<file path="config.mk">
export PLATFORM = sky130hd
export DESIGN_NAME = face_frame_tx
export DESIGN_NICKNAME = d
export VERILOG_FILES = /design/src/rtl/face_frame_tx.sv
export SDC_FILE = /design/constraint.sdc
export NUM_CORES = 1
export LEC_CHECK = 0
export BUFFER_PORTS_ARGS = -buffer_cell sky130_fd_sc_hd__buf_4
export CORE_MARGIN = 2
export CORE_UTILIZATION = 45
export DETAILED_ROUTE_END_ITERATION = 8
export PLACE_DENSITY = 0.73
export SETUP_SLACK_MARGIN = 0.15
export SLEW_MARGIN = 15
export SYNTH_ARGS = -nofsm -noshare
export SYNTH_HDL_FRONTEND = slang
export SYNTH_SLANG_ARGS = --single-unit
export TNS_END_PERCENT = 50
</file>
<file path="constraint.sdc">
create_clock -name clk -period 3.2 [get_ports clk]
set_input_delay 0.16 -clock clk [delete_from_list [all_inputs] [get_ports clk]]
set_output_delay 0.16 -clock clk [all_outputs]
set_load 0.1 [all_outputs]
</file>
<file path="src/rtl/face_frame_tx.sv">
// face_frame_tx: snapshots face/state/stat inputs and sends them as a 5-byte mode-0 SPI frame, pulsing done at frame end
// Ports: clk, rst (async, active low); face, state_test and five 3-bit stat values in;
//        sclk/mosi/cs_n serial link, done (one-cycle end-of-frame pulse), busy (= ~cs_n) out.
// Build option: define FACE_FRAME_CRC_EN to make the last byte a CRC-8 (poly 0x07) instead of an XOR checksum.
module face_frame_tx #(
  parameter int CLK_DIV   = 25,
  parameter int FRAME_GAP = 50000
) (
  input  logic       clk,
  input  logic       rst,
  input  logic [3:0] face,
  input  logic [2:0] state_test,
  input  logic [2:0] food_value,
  input  logic [2:0] sleep_value,
  input  logic [2:0] fun_value,
  input  logic [2:0] happy_value,
  input  logic [2:0] health_value,
  output logic       sclk,
  output logic       mosi,
  output logic       cs_n,
  output logic       done,
  output logic       busy
);
  typedef enum logic [2:0] {GAP, LOAD, LOW, HIGH, FINISH} state_t;
  localparam logic [7:0]  DIV_LAST = 8'(CLK_DIV - 1);
  localparam logic [19:0] GAP_LAST = 20'(FRAME_GAP - 1);
  state_t      r_state, w_next;
  logic [19:0] r_gap;
  logic [7:0]  r_div;
  logic [5:0]  r_idx;
  logic [39:0] r_sr;
  logic        r_sclk, r_mosi, r_cs_n, r_done, r_busy;
  logic [31:0] w_head;
  logic [7:0]  w_chk;
  logic        w_step, w_shift, w_sclk, w_mosi, w_cs_n, w_done;
  assign w_head = {8'hA5, 1'b0, face, state_test, food_value, sleep_value, fun_value[2:1],
                   fun_value[0], happy_value, health_value, 1'b0};
`ifdef FACE_FRAME_CRC_EN
  always_comb begin
    w_chk = '0;
    for (int i = 31; i >= 0; i--) w_chk = {w_chk[6:0], 1'b0} ^ ((w_chk[7] ^ w_head[i]) ? 8'h07 : 8'h00);
  end
`else
  assign w_chk = w_head[31:24] ^ w_head[23:16] ^ w_head[15:8] ^ w_head[7:0];
`endif
  assign w_step = r_div == DIV_LAST;
  always_ff @(posedge clk or negedge rst) begin
    if (!rst) begin
      r_state <= GAP;
      r_gap   <= '0;
      r_div   <= '0;
      r_idx   <= '0;
      r_sr    <= '0;
      r_sclk  <= 1'b0;
      r_mosi  <= 1'b0;
      r_cs_n  <= 1'b1;
      r_done  <= 1'b0;
      r_busy  <= 1'b0;
    end else begin
      r_state <= w_next;
      r_gap   <= (r_state == GAP && w_next == GAP) ? r_gap + 1'b1 : '0;
      r_div   <= (w_next == r_state && (r_state == LOW || r_state == HIGH)) ? r_div + 1'b1 : '0;
      r_sr    <= (w_next == LOAD) ? {w_head, w_chk} : w_shift ? {r_sr[38:0], 1'b0} : r_sr;
      r_idx   <= (w_next == LOAD) ? 6'd39 : w_shift ? r_idx - 1'b1 : r_idx;
      r_sclk  <= w_sclk;
      r_mosi  <= w_mosi;
      r_cs_n  <= w_cs_n;
      r_done  <= w_done;
      r_busy  <= ~w_cs_n;
    end
  end
  always_comb begin
    w_next = r_state;
    case (r_state)
      GAP:     w_next = (r_gap == GAP_LAST) ? LOAD : GAP;
      LOAD:    w_next = LOW;
      LOW:     w_next = w_step ? HIGH : LOW;
      HIGH:    w_next = w_step ? ((r_idx == 6'd0) ? FINISH : LOW) : HIGH;
      default: w_next = GAP;
    endcase
  end
  // Outputs are computed from the upcoming state and registered, so each state's
  // output values appear on the pins exactly while that state is held.
  always_comb begin
    w_shift = r_state == HIGH && w_next == LOW;
    w_sclk  = w_next == HIGH;
    w_cs_n  = !(w_next inside {LOAD, LOW, HIGH});
    w_done  = w_next == FINISH;
    w_mosi  = (w_next == LOAD) ? w_head[31] : w_shift ? r_sr[38] : w_cs_n ? 1'b0 : r_mosi;
  end
  assign sclk = r_sclk;
  assign mosi = r_mosi;
  assign cs_n = r_cs_n;
  assign done = r_done;
  assign busy = r_busy;
endmodule

</file>
==> results_dict.tcl <==
set metrics [dict create \
    status "finished with violations" \
    violations "hold timing" \
    yosysTopAreaCellShare 0.4809 \
    skew_ps 16.46 \
    yosys_warnings 0 \
    vdd_ir_drop_max_v 0.0002248 \
    row_count 35 \
    pin_count 29 \
    initial_utilization 0.4570 \
    design_area_mm2 0.004632 \
    worstPathRequired_ps 3440 \
    final_nets 416 \
    hold_path.class "input port to asynchronous set/reset pin" \
    netlist_area_mm2 0.004163 \
    ctsHoldBuffers 0 \
    ys_async_sr_fraction 1.000 \
    p_int_mw 1.395 \
    share_seq_of_total_power 0.567 \
    area_growth_pct 11.27 \
    dr.pass1.iters 4 \
    finalSetupViolations 0 \
    root_buffer "clkbuf_8" \
    grt_pass1_wl_um 13000 \
    post_drt_wl_per_cell_um 15.36 \
    synth-edff-count 0 \
    yosys.area.top_type "dfrtp_1" \
    grt_pass1_vias 2678 \
    wirelength_um 7724 \
    cp_max_fo 12 \
    ant_nets 0 \
    min_period_ps 2324 \
    synth_compound_area_frac 0.04869 \
    reg2reg_to "r_sr[11]" \
    regArea_mm2 0.002028 \
    maxSlewViolCount 0 \
    postSynthAreaPerCell_um2 11.56 \
    synth_fa_ha_area_frac 0.01503 \
    drive_gt1_frac 0.2577 \
    multiInputGateArea_mm2 0.001996 \
    vias 2751 \
    port_buffers 28 \
    grt-ovfl-total 0 \
    reg2reg_depth 7 \
    antenna_cells 0 \
    switching_share 0.2483 \
    p_comb_frac 0.061 \
    die_area_mm2 0.01004 \
    postCtsResizedCells 0 \
    max_cap_viol_count 0 \
    synthMuxAreaShare 0.1918 \
    antenna_found_initial 0 \
    tns_ps 0 \
    worstPathArrival_ps 2560 \
    power_mw 1.855 \
    cp-end-kind "register" \
    drt_iter0_drc 226 \
    syn-num-nets 389 \
    grt_max_degree 82 \
    dpl_cell_area_mm2 0.004453 \
    reg2reg_from "r_div[0]" \
    synth_ff_type "dfrtp_1" \
    die_h_um 100.2 \
    htreeDepth 3 \
    worst_pin_slew_ps 1073 \
    insertion_delay_ps 360 \
    die_x_um 100.2 \
    cts_buffers 9 \
    gp_congestion 0.7509 \
    rsz0062_at_grt "no" \
    post-route-period-util 0.7263 \
    powerDensity_mw_per_mm2 400.6 \
    slew_headroom 0.2838 \
    cts_buffer_depth 2 \
    cp-start-kind "register" \
    p_leak_nw 2.048 \
    max_freq_ghz 0.4303 \
    synth_xor_area_frac 0.07154 \
    core_area_mm2 0.009109 \
    fillers 816 \
    synth-simple-area-share 0.1521 \
    drc 0 \
    cts_sinks 81 \
    synth-seq-cells 81 \
    syn_inst 360 \
    grtUsageTotal 0.1624 \
    ys_seq_area_frac 0.4872 \
    avgViaCountPerCell 5.469 \
    dp_hpwl_um 5198 \
    r2r_setup_slack_ps 880 \
    switchingPower_mw 0.4607 \
    ys_top_cells_by_area "dfrtp_1, mux2_4, xnor2_1" \
    post_cts_buffers 0 \
    clk_pin_slew_ps 90 \
    synthDistinctLibCells 43 \
    clock_power_share 0.372 \
    crit_type "register to register" \
    synth_top_family_by_area "multiplexers" \
    final-hold-violation-count 19 \
    hold-worst-slack_ps -26.48 \
    cts_tree "built" \
]
per-stage QoR:
stage	util	instances	hold slack [ps]	setup slack, ps
floorplan	-	360	-135.6	1208
global placement	0.4889	487	399.7	888.6
detailed placement	0.4889	487	411.5	885.2
CTS	0.5085	503	15.85	870.1
global route	0.5085	503	33.77	703.9
finish	0.5085	503	-26.48	875.9
worst max-delay path by stage:
stage	from	endpoint	slack [ps]	cells past startpoint
global placement	r_idx[2]	r_idx[1]	890	4
detailed placement	r_idx[2]	r_idx[1]	890	4
finish	r_div[0]	r_sr[11]	880	7
floorplan	r_idx[2]	r_sr[16]	1210	6
global route	r_div[0]	r_idx[3]	700	6
CTS	r_div[0]	r_sr[11]	870	7
power by group through the flow:
| stage | clock, mW | combinational (mW) | sequential (mW) |
|---|---|---|---|
| after global placement | 0 | 0.111 | 1.07 |
| after CTS | 0.709 | 0.117 | 1.05 |
| after detailed placement | 0 | 0.116 | 1.07 |
| final | 0.691 | 0.114 | 1.05 |
| after floorplan | 0 | 0.0579 | 1.07 |
| after global routing | 0.757 | 0.124 | 1.05 |
critical path, cell delays in order (launching register included):
cell and delay (ps):
dfrtp_1 450, inv_1 80, ha_1 130, and4bb_2 260, o2111a_2 380, buf_4 290
mux2_2 350, mux2_2 270
cells by family after synthesis:
group,count (synthesis)
and+or+nand+nor,118
DFF,81
muxes,63
xor gates and xnor gates,34
AOI/OAI and AO/OA,33
buffers and inverters,26
adders and majority gates,5
placed cells by master, fill, tap and decap left out, drive strengths merged, types with 4 or more instances in the layout:
| master | n |
|---|---|
| inv | 12 |
| xor2 | 11 |
| nand3 | 11 |
| dfrtp | 80 |
| nor3 | 4 |
| buf | 32 |
| a21oi | 15 |
| nand2b | 4 |
| nor4 | 7 |
| nand4 | 7 |
| clkbuf | 9 |
| nand2 | 23 |
| and3 | 7 |
| nor2 | 32 |
| mux2 | 44 |
| ha | 5 |
| and4 | 7 |
| o21ai | 7 |
| clkinv | 4 |
| mux2i | 19 |
| xnor2 | 23 |
| or3 | 6 |
cells in the mapped netlist (all sizes together), types with 3 or more instances:
master  count
or4         3
nand3      11
o21ai       7
nand2b      4
mux2i      19
and4bb      3
nand4       7
clkbuf      6
mux2       44
and3        7
inv        10
nor4        7
xnor2      23
nand2      23
xor2       11
nor2       32
and4        7
dfrtp      80
ha          5
or3         6
a21oi      15
nor3        4
buf        10
routing by layer:
layer	part of all wire	routed length [um]	track usage
met2	0.48	3687	0.2555
met5	0	0	0
met4	0.011	86	0.04847
met1	0.48	3730	0.2267
met3	0.028	220	0.03552
sequential cells by signal, summed over array words and instances (netlist names):
signal,cells
sclk,1
mosi,1
r_gap,20
r_sr,39
r_state,3
done,1
r_div,8
r_idx,6
busy,1
cs_n,1
cell type report:
| class | count | share of cell area |
|---|---|---|
| flip-flops and latches | 81 | 0.4379 |
| multi-input cells | 253 | 0.4308 |
| repair buffers | 32 | 0.05457 |
| well taps | 111 | 0.02998 |
| clock buffers | 9 | 0.02674 |
| clock inverters | 7 | 0.01189 |
| inverters | 10 | 0.008104 |
Power figures use the tool's default switching activity.
